## src/rtl/csr_bus_master_if.sv

```systemverilog
// Port bundle for csr_bus_master: command/response handshakes plus the CSR bus.
// master = the bus master's view, slave = the sequencer/CSR-map side.
interface csr_bus_master_if #(
    parameter int ADDR_W = 8,
    parameter int DATA_W = 32
);
    logic              cmd_valid_i;
    logic              cmd_ready_o;
    logic [1:0]        cmd_op_i;
    logic [ADDR_W-1:0] cmd_addr_i;
    logic [DATA_W-1:0] cmd_data_i;
    logic [DATA_W-1:0] cmd_mask_i;
    logic              rsp_valid_o;
    logic              rsp_ready_i;
    logic [DATA_W-1:0] rsp_data_o;
    logic              rsp_err_o;
    logic [ADDR_W-1:0] reg_addr_o;
    logic [DATA_W-1:0] reg_wr_data_o;
    logic              reg_wr_en_o;
    logic              reg_rd_en_o;
    logic [DATA_W-1:0] reg_rd_data_i;

    modport master (
        input  cmd_valid_i, cmd_op_i, cmd_addr_i, cmd_data_i, cmd_mask_i,
        input  rsp_ready_i, reg_rd_data_i,
        output cmd_ready_o, rsp_valid_o, rsp_data_o, rsp_err_o,
        output reg_addr_o, reg_wr_data_o, reg_wr_en_o, reg_rd_en_o
    );

    modport slave (
        output cmd_valid_i, cmd_op_i, cmd_addr_i, cmd_data_i, cmd_mask_i,
        output rsp_ready_i, reg_rd_data_i,
        input  cmd_ready_o, rsp_valid_o, rsp_data_o, rsp_err_o,
        input  reg_addr_o, reg_wr_data_o, reg_wr_en_o, reg_rd_en_o
    );
endinterface

```

## src/rtl/csr_bus_master.sv

```systemverilog
// CSR bus initiator: WRITE / READ / RMW / POLL commands, one strobe per access.
// Define CSR_BUS_MASTER_POLL_EN to enable POLL; otherwise op 3 returns an error.
module csr_bus_master #(
    parameter int ADDR_W     = 8,
    parameter int DATA_W     = 32,
    parameter int RD_LATENCY = 1,
    parameter int POLL_MAX   = 16,
    parameter int POLL_GAP   = 4
) (
    input  logic             reg_clk_i,
    input  logic             reg_rst_n_i,
    csr_bus_master_if.master bus
);
    localparam logic [2:0] ST_IDLE    = 3'd0;
    localparam logic [2:0] ST_WR      = 3'd1;
    localparam logic [2:0] ST_RD      = 3'd2;
    localparam logic [2:0] ST_RD_WAIT = 3'd3;
    localparam logic [2:0] ST_RMW_WR  = 3'd4;
    localparam logic [2:0] ST_RESP    = 3'd5;
`ifdef CSR_BUS_MASTER_POLL_EN
    localparam logic [2:0] ST_GAP     = 3'd6;
`endif

    localparam logic [1:0] OP_WRITE = 2'd0;
    localparam logic [1:0] OP_READ  = 2'd1;
    localparam logic [1:0] OP_RMW   = 2'd2;
    localparam logic [1:0] OP_POLL  = 2'd3;

    localparam logic [2:0] LAT_LAST = 3'(RD_LATENCY - 1);

    if (RD_LATENCY < 1 || RD_LATENCY > 4) begin : g_bad_lat
        $error("RD_LATENCY must be 1..4");
    end
    if (POLL_MAX < 1 || POLL_MAX > 255) begin : g_bad_pmax
        $error("POLL_MAX must be 1..255");
    end
    if (POLL_GAP < 0 || POLL_GAP > 15) begin : g_bad_pgap
        $error("POLL_GAP must be 0..15");
    end

    logic [2:0]        state;
    logic [1:0]        op_q;
    logic [DATA_W-1:0] data_q;
    logic [DATA_W-1:0] mask_q;
    logic [2:0]        lat_cnt;
    logic [DATA_W-1:0] merged;
`ifdef CSR_BUS_MASTER_POLL_EN
    logic [7:0]        poll_cnt;
    logic [3:0]        gap_cnt;
    logic              poll_match;
    logic              poll_last;
`endif

    always_comb begin
        merged = (bus.reg_rd_data_i & ~mask_q) | (data_q & mask_q);
    end

`ifdef CSR_BUS_MASTER_POLL_EN
    always_comb begin
        poll_match = ((bus.reg_rd_data_i ^ data_q) & mask_q) == '0;
        // Read just sampled is the POLL_MAX-th one: no further strobe allowed.
        poll_last  = ({1'b0, poll_cnt} + 9'd1) >= 9'(POLL_MAX);
    end
`endif

    always_ff @(posedge reg_clk_i or negedge reg_rst_n_i) begin
        if (!reg_rst_n_i) begin
            state             <= ST_IDLE;
            op_q              <= OP_WRITE;
            data_q            <= '0;
            mask_q            <= '0;
            lat_cnt           <= '0;
`ifdef CSR_BUS_MASTER_POLL_EN
            poll_cnt          <= '0;
            gap_cnt           <= '0;
`endif
            bus.cmd_ready_o   <= 1'b1;
            bus.rsp_valid_o   <= 1'b0;
            bus.rsp_data_o    <= '0;
            bus.rsp_err_o     <= 1'b0;
            bus.reg_addr_o    <= '0;
            bus.reg_wr_data_o <= '0;
            bus.reg_wr_en_o   <= 1'b0;
            bus.reg_rd_en_o   <= 1'b0;
        end else begin
            case (state)
                ST_IDLE: begin
                    if (bus.cmd_valid_i) begin
                        bus.cmd_ready_o   <= 1'b0;
                        op_q              <= bus.cmd_op_i;
                        data_q            <= bus.cmd_data_i;
                        mask_q            <= bus.cmd_mask_i;
                        bus.reg_addr_o    <= bus.cmd_addr_i;
                        bus.reg_wr_data_o <= bus.cmd_data_i;
                        lat_cnt           <= '0;
`ifdef CSR_BUS_MASTER_POLL_EN
                        poll_cnt          <= '0;
                        gap_cnt           <= '0;
`endif
                        case (bus.cmd_op_i)
                            OP_WRITE: begin
                                bus.reg_wr_en_o <= 1'b1;
                                state           <= ST_WR;
                            end
                            OP_READ, OP_RMW: begin
                                bus.reg_rd_en_o <= 1'b1;
                                state           <= ST_RD;
                            end
                            OP_POLL: begin
`ifdef CSR_BUS_MASTER_POLL_EN
                                bus.reg_rd_en_o <= 1'b1;
                                state           <= ST_RD;
`else
                                bus.rsp_valid_o <= 1'b1;
                                bus.rsp_data_o  <= '0;
                                bus.rsp_err_o   <= 1'b1;
                                state           <= ST_RESP;
`endif
                            end
                        endcase
                    end
                end
                ST_WR: begin
                    bus.reg_wr_en_o <= 1'b0;
                    bus.rsp_valid_o <= 1'b1;
                    bus.rsp_data_o  <= data_q;
                    bus.rsp_err_o   <= 1'b0;
                    state           <= ST_RESP;
                end
                ST_RD: begin
                    bus.reg_rd_en_o <= 1'b0;
                    lat_cnt         <= '0;
                    state           <= ST_RD_WAIT;
                end
                ST_RD_WAIT: begin
                    if (lat_cnt != LAT_LAST) begin
                        lat_cnt <= lat_cnt + 3'd1;
                    end else begin
                        case (op_q)
                            OP_RMW: begin
                                bus.reg_wr_data_o <= merged;
                                bus.reg_wr_en_o   <= 1'b1;
                                state             <= ST_RMW_WR;
                            end
`ifdef CSR_BUS_MASTER_POLL_EN
                            OP_POLL: begin
                                if (poll_match || poll_last) begin
                                    bus.rsp_valid_o <= 1'b1;
                                    bus.rsp_data_o  <= bus.reg_rd_data_i;
                                    bus.rsp_err_o   <= !poll_match;
                                    state           <= ST_RESP;
                                end else begin
                                    poll_cnt <= (poll_cnt == 8'hFF) ? poll_cnt : poll_cnt + 8'd1;
                                    gap_cnt  <= '0;
                                    if (POLL_GAP == 0) begin
                                        bus.reg_rd_en_o <= 1'b1;
                                        state           <= ST_RD;
                                    end else begin
                                        state <= ST_GAP;
                                    end
                                end
                            end
`endif
                            default: begin
                                bus.rsp_valid_o <= 1'b1;
                                bus.rsp_data_o  <= bus.reg_rd_data_i;
                                bus.rsp_err_o   <= 1'b0;
                                state           <= ST_RESP;
                            end
                        endcase
                    end
                end
`ifdef CSR_BUS_MASTER_POLL_EN
                ST_GAP: begin
                    if (gap_cnt == 4'(POLL_GAP - 1)) begin
                        bus.reg_rd_en_o <= 1'b1;
                        state           <= ST_RD;
                    end else begin
                        gap_cnt <= gap_cnt + 4'd1;
                    end
                end
`endif
                ST_RMW_WR: begin
                    bus.reg_wr_en_o <= 1'b0;
                    bus.rsp_valid_o <= 1'b1;
                    bus.rsp_data_o  <= bus.reg_wr_data_o;
                    bus.rsp_err_o   <= 1'b0;
                    state           <= ST_RESP;
                end
                ST_RESP: begin
                    if (bus.rsp_ready_i) begin
                        bus.rsp_valid_o <= 1'b0;
                        bus.cmd_ready_o <= 1'b1;
                        state           <= ST_IDLE;
                    end
                end
                default: begin
                    bus.reg_wr_en_o <= 1'b0;
                    bus.reg_rd_en_o <= 1'b0;
                    bus.rsp_valid_o <= 1'b0;
                    bus.cmd_ready_o <= 1'b1;
                    state           <= ST_IDLE;
                end
            endcase
        end
    end
endmodule

```

## src/flat_wrapper.sv

```systemverilog
// flat-port wrapper written by rule: the top's interface ports become plain ports
module csr_bus_master_flat 
#(
    parameter int ADDR_W     = 8,
    parameter int DATA_W     = 32,
    parameter int RD_LATENCY = 1,
    parameter int POLL_MAX   = 16,
    parameter int POLL_GAP   = 4
)
  (reg_clk_i, reg_rst_n_i, bus_cmd_valid_i, bus_cmd_op_i, bus_cmd_addr_i, bus_cmd_data_i, bus_cmd_mask_i, bus_rsp_ready_i, bus_reg_rd_data_i, bus_cmd_ready_o, bus_rsp_valid_o, bus_rsp_data_o, bus_rsp_err_o, bus_reg_addr_o, bus_reg_wr_data_o, bus_reg_wr_en_o, bus_reg_rd_en_o);
  csr_bus_master_if #(.ADDR_W(ADDR_W), .DATA_W(DATA_W)) bus_i ();
  input  logic reg_clk_i;
  input  logic reg_rst_n_i;
  input wire logic [$bits(bus_i.cmd_valid_i)-1:0] bus_cmd_valid_i;
  input wire logic [$bits(bus_i.cmd_op_i)-1:0] bus_cmd_op_i;
  input wire logic [$bits(bus_i.cmd_addr_i)-1:0] bus_cmd_addr_i;
  input wire logic [$bits(bus_i.cmd_data_i)-1:0] bus_cmd_data_i;
  input wire logic [$bits(bus_i.cmd_mask_i)-1:0] bus_cmd_mask_i;
  input wire logic [$bits(bus_i.rsp_ready_i)-1:0] bus_rsp_ready_i;
  input wire logic [$bits(bus_i.reg_rd_data_i)-1:0] bus_reg_rd_data_i;
  output wire logic [$bits(bus_i.cmd_ready_o)-1:0] bus_cmd_ready_o;
  output wire logic [$bits(bus_i.rsp_valid_o)-1:0] bus_rsp_valid_o;
  output wire logic [$bits(bus_i.rsp_data_o)-1:0] bus_rsp_data_o;
  output wire logic [$bits(bus_i.rsp_err_o)-1:0] bus_rsp_err_o;
  output wire logic [$bits(bus_i.reg_addr_o)-1:0] bus_reg_addr_o;
  output wire logic [$bits(bus_i.reg_wr_data_o)-1:0] bus_reg_wr_data_o;
  output wire logic [$bits(bus_i.reg_wr_en_o)-1:0] bus_reg_wr_en_o;
  output wire logic [$bits(bus_i.reg_rd_en_o)-1:0] bus_reg_rd_en_o;
  assign bus_i.cmd_valid_i = bus_cmd_valid_i;
  assign bus_i.cmd_op_i = bus_cmd_op_i;
  assign bus_i.cmd_addr_i = bus_cmd_addr_i;
  assign bus_i.cmd_data_i = bus_cmd_data_i;
  assign bus_i.cmd_mask_i = bus_cmd_mask_i;
  assign bus_i.rsp_ready_i = bus_rsp_ready_i;
  assign bus_i.reg_rd_data_i = bus_reg_rd_data_i;
  assign bus_cmd_ready_o = bus_i.cmd_ready_o;
  assign bus_rsp_valid_o = bus_i.rsp_valid_o;
  assign bus_rsp_data_o = bus_i.rsp_data_o;
  assign bus_rsp_err_o = bus_i.rsp_err_o;
  assign bus_reg_addr_o = bus_i.reg_addr_o;
  assign bus_reg_wr_data_o = bus_i.reg_wr_data_o;
  assign bus_reg_wr_en_o = bus_i.reg_wr_en_o;
  assign bus_reg_rd_en_o = bus_i.reg_rd_en_o;
  csr_bus_master #(.ADDR_W(ADDR_W), .DATA_W(DATA_W), .RD_LATENCY(RD_LATENCY), .POLL_MAX(POLL_MAX), .POLL_GAP(POLL_GAP)) u_core (.reg_clk_i(reg_clk_i), .reg_rst_n_i(reg_rst_n_i), .bus(bus_i));
endmodule
```

## config.mk

```make
export PLATFORM = sky130hd
export DESIGN_NAME = csr_bus_master_flat
export DESIGN_NICKNAME = d
export VERILOG_FILES = /design/src/rtl/csr_bus_master_if.sv /design/src/rtl/csr_bus_master.sv /design/src/flat_wrapper.sv
export SDC_FILE = /design/constraint.sdc
export NUM_CORES = 1
export LEC_CHECK = 0
export ABC_AREA = 1
export ABC_CLOCK_PERIOD_IN_PS = 1300
export BUFFER_PORTS_ARGS = -buffer_cell sky130_fd_sc_hd__buf_4
export CAP_MARGIN = 30
export CORE_UTILIZATION = 30
export CTS_CLUSTER_DIAMETER = 60
export DETAILED_ROUTE_END_ITERATION = 10
export GPL_ROUTABILITY_DRIVEN = 1
export HOLD_SLACK_MARGIN = 0.12
export SYNTH_ARGS = -nofsm -noshare
export SYNTH_HDL_FRONTEND = slang
export SYNTH_SLANG_ARGS = --single-unit
```

## constraint.sdc

```tcl
create_clock -name reg_clk_i -period 1.3 [get_ports reg_clk_i]
set_input_delay 0.13 -clock reg_clk_i [delete_from_list [all_inputs] [get_ports reg_clk_i]]
set_output_delay 0.13 -clock reg_clk_i [all_outputs]
set_load 0.02 [all_outputs]
```

==> reports/qor.yml <==
outcome:
  outcome: "finished with violations"
  violations: "setup timing"
route:
  avgViaCountPerCell: 4.69
  dr_total_vias: 7815
  drt_wl_total_microns: 27700
  routedWlPerCell_microns: 16.6
  drc: 0
  ant_nets: 0
  first_iter_violations: 424
  drtPass1Iterations: 5
finish:
  drive_gt1_share_pct: 31.4
  postLayoutCellArea_sq_mm: 0.0125
  nNetsFinal: 1444
  fill_cells: 2257
  syn2layout_area_growth_pct: 67.1
  finalNonFillerCells: 1667
global_route:
  grt_max_degree: 43
  grt_overflow: 0
  antenna_found_initial: 2
  grt_usage_pct: 21.8
  grt_pass1_wl_microns: 42700
  grt_pass1_vias: 7656
timing:
  period_share_pct: 121
  worst_slack_ns: -0.272
  worstMarginPinSlew_ns: 0.352
  hold_violations: 0
  report.final.slew_viol_count: 0
  period_minus_slack_ns: 1.57
  skew_ns: 0.0105
  finalSetupViolCount: 148
  clock.fmax_mhz: 636
  rsz0062_at_grt: "yes"
  whs_ns: 0.149
  slew_headroom_pct: 76.3
clock_tree:
  cts_buffers: 17
  cts_tree: "done"
  clock_path_buffers: 2
  clk_pin_slew_ns: 0.07
  clock_latency_ns: 0.42
  htree_levels: 4
  ctsRootBufferMaster: "clkbuf_16"
  cts_sinks: 149
die:
  io_pins: 187
  coreArea_sq_mm: 0.0244
  die_area_sq_mm: 0.0255
  die_x_microns: 160
  initial_core_util_pct: 30.6
  dieHeight_microns: 160
  rows: 57
placed_design:
  gp_congestion: 0.823
  placed_cells: 1493
  dpl_cell_area_sq_mm: 0.00968
  place_hpwl_microns: 16600
  io_buffers: 186
critical_path:
  crit_family: "simple AND/OR/NAND/NOR gates"
  end_kind: "register"
  crit_arrival_ns: 1.88
  worstSetupStartpoint: "u_core.state[0]$_DFFE_PN0P_"
  worstReg2RegStart: "u_core.state[0]$_DFFE_PN0P_"
  reg2regPathDepth: 8
  critPathSlowestCell: "dfrtp_2"
  cp_max_fo: 7
  cp_data_required_time_ns: 1.61
  start_kind: "register"
  r2r_slack_ns: -0.27
  worst-setup-path-type: "register to register"
  path_cells: "nor2_8 > nand3_4 > nand2_8 > nor2_8 > buf_12 > clkbuf_16 > nand2_1 > nand2_1"
  r2r-end: "u_core.bus.reg_wr_en_o$_DFFE_PN0P_"
  critPathBufInv: 2
  max_stage_delay_ns: 0.47
synth:
  syn_inst: 978
  ys_types: 25
  avgSynthCellArea_sq_um: 7.64
  ys_warn_count: 0
  seq_area_frac_synth_pct: 49.9
  syn_nets: 1093
  synth_area_sq_mm: 0.00747
  synth-seq-cells: 149
power:
  pwr_density_cell_mw_per_mm2: 2580
  p_leak_uw: 0.00645
  worst_ir_drop_vdd_v: 0.00136
  p_total_uw: 32200
min_path:
  hold_class: "input pin to asynchronous set/reset pin"
run:
  maxCapViolCount: 0
## cell usage in the layout (no fill, tap or decap), types with 2 or more instances in the layout
master / synthesis / routed
o21ai_2: 1 / 2
o211ai_1: 32 / 32
buf_12: 0 / 22
nand3_4: 0 / 3
inv_6: 0 / 5
nand2_8: 0 / 6
o21ai_1: 20 / 36
inv_1: 82 / 78
buf_16: 0 / 11
nand3_2: 3 / 3
inv_8: 0 / 3
clkbuf_16: 0 / 20
inv_4: 0 / 2
inv_2: 5 / 4
clkbuf_8: 0 / 2
ha_1: 5 / 4
buf_6: 9 / 10
nor2_8: 2 / 2
nor2_4: 2 / 5
nand2_1: 435 / 365
buf_4: 7 / 225
bufinv_16: 0 / 2
nor2_1: 11 / 8
clkinvlp_4: 0 / 4
nand3_1: 109 / 106
dfrtp_1: 148 / 145
nand2_4: 3 / 19
nand2_2: 5 / 54
dfrtp_2: 0 / 3
o21ai_0: 55 / 37
bufbuf_16: 0 / 2
buf_8: 0 / 6
dlygate4sd3_1: 0 / 107
## what timing repair did
action,in CTS,in global routing
endpoints found under the setup margin,148,149
cloned,14,3
setup buffers,17,0
resized for setup,83,88
hold buffers,107,0
pin swaps,9,23
endpoints found under the hold margin,286,0
## state kept, by name, summed over array words and instances, names as in the netlist
| register | flops |
|---|---|
| u_core.bus.reg_wr_data_o | 32 |
| u_core.bus.rsp_data_o | 32 |
| u_core.data_q | 32 |
| u_core.mask_q | 32 |
| u_core.bus.reg_addr_o | 8 |
| u_core.lat_cnt | 3 |
| u_core.state | 3 |
| u_core.op_q | 2 |
| u_core.bus.cmd_ready_o | 1 |
| u_core.bus.reg_rd_en_o | 1 |
| u_core.bus.reg_wr_en_o | 1 |
| u_core.bus.rsp_err_o | 1 |
| u_core.bus.rsp_valid_o | 1 |
## area by class of cell
class	count	area [sq um]	area share, %
Timing Repair Buffer	386	3850	30.8
Sequential cell	149	3730	29.9
Multi-Input combinational cell	688	3540	28.4
Clock buffer	20	457	3.66
Tap cell	324	405	3.25
Inverter	87	354	2.84
Clock inverter	12	143	1.14
Antenna cell	1	2.50	0.0201
## per-stage QoR
| stage | TNS [ns] | worst slack [ns] | utilization, % |
|---|---|---|---|
| after global routing | -36.24 | -0.314 | 51.2 |
| after CTS | -24.05 | -0.251 | 49.9 |
| after floorplan | -5.98 | -0.0801 | - |
| final | -28.31 | -0.272 | 51.2 |
| after detailed placement | -38.14 | -0.349 | 39.7 |
| after global placement | -36.20 | -0.328 | 39.7 |
## logic make-up (layout without fill, tap and decap cells)
logic type / after synthesis / in the layout / synth area share, %
XOR/XNOR: 1 / 1 / 0.117
flip-flops: 149 / 149 / 49.9
AND/OR/NAND/NOR: 571 / 572 / 31.9
adder cells (fa/ha/maj): 5 / 5 / 0.838
buffers and inverters: 142 / 505 / 8.66
AO/OA/AOI/OAI: 110 / 110 / 8.51
other: 0 / 1 / 0
## cell usage after synthesis (all sizes together)
cell    number  area share (%)
nand4        1           0.084
inv         87             4.4
xnor2        1            0.12
nand2      443              23
a21oi        1           0.067
nand3      112             7.7
nor2        15             1.4
o22ai        1           0.084
dfrtp      148              50
o21ai       76             5.1
clkbuf      23             1.2
dfstp        1            0.35
buf         32             3.1
ha           5            0.84
o211ai      32             3.2
## routing by layer
layer	part of all wire (%)	routed length, microns	up-vias	GRT usage [%]
li1	-	-	3809	-
met1	44	12200	3721	28.2
met2	50	13800	247	36.5
met3	4.5	1240	36	3.71
met4	1.9	525	2	7.87
met5	0.040	11	-	0
## worst max-delay path by stage
stage,end,cells after the start
finish,u_core.bus.reg_wr_en_o$_DFFE_PN0P_,8
global route,u_core.bus.reg_wr_data_o[7]$_DFFE_PN0P_,11
CTS,u_core.bus.reg_wr_data_o[30]$_DFFE_PN0P_,11
detailed placement,u_core.bus.reg_wr_data_o[29]$_DFFE_PN0P_,8
global placement,u_core.bus.reg_wr_data_o[8]$_DFFE_PN0P_,8
floorplan,u_core.bus.reg_wr_data_o[30]$_DFFE_PN0P_,10
## power breakdown
group          switching (uW)  leakage (uW)  internal [uW]
Combinational           10300       0.00429           8350
Clock                    2150      0.000281           2970
Sequential               1700       0.00188           6700
Note: power is estimated with default switching activity, not from simulation.
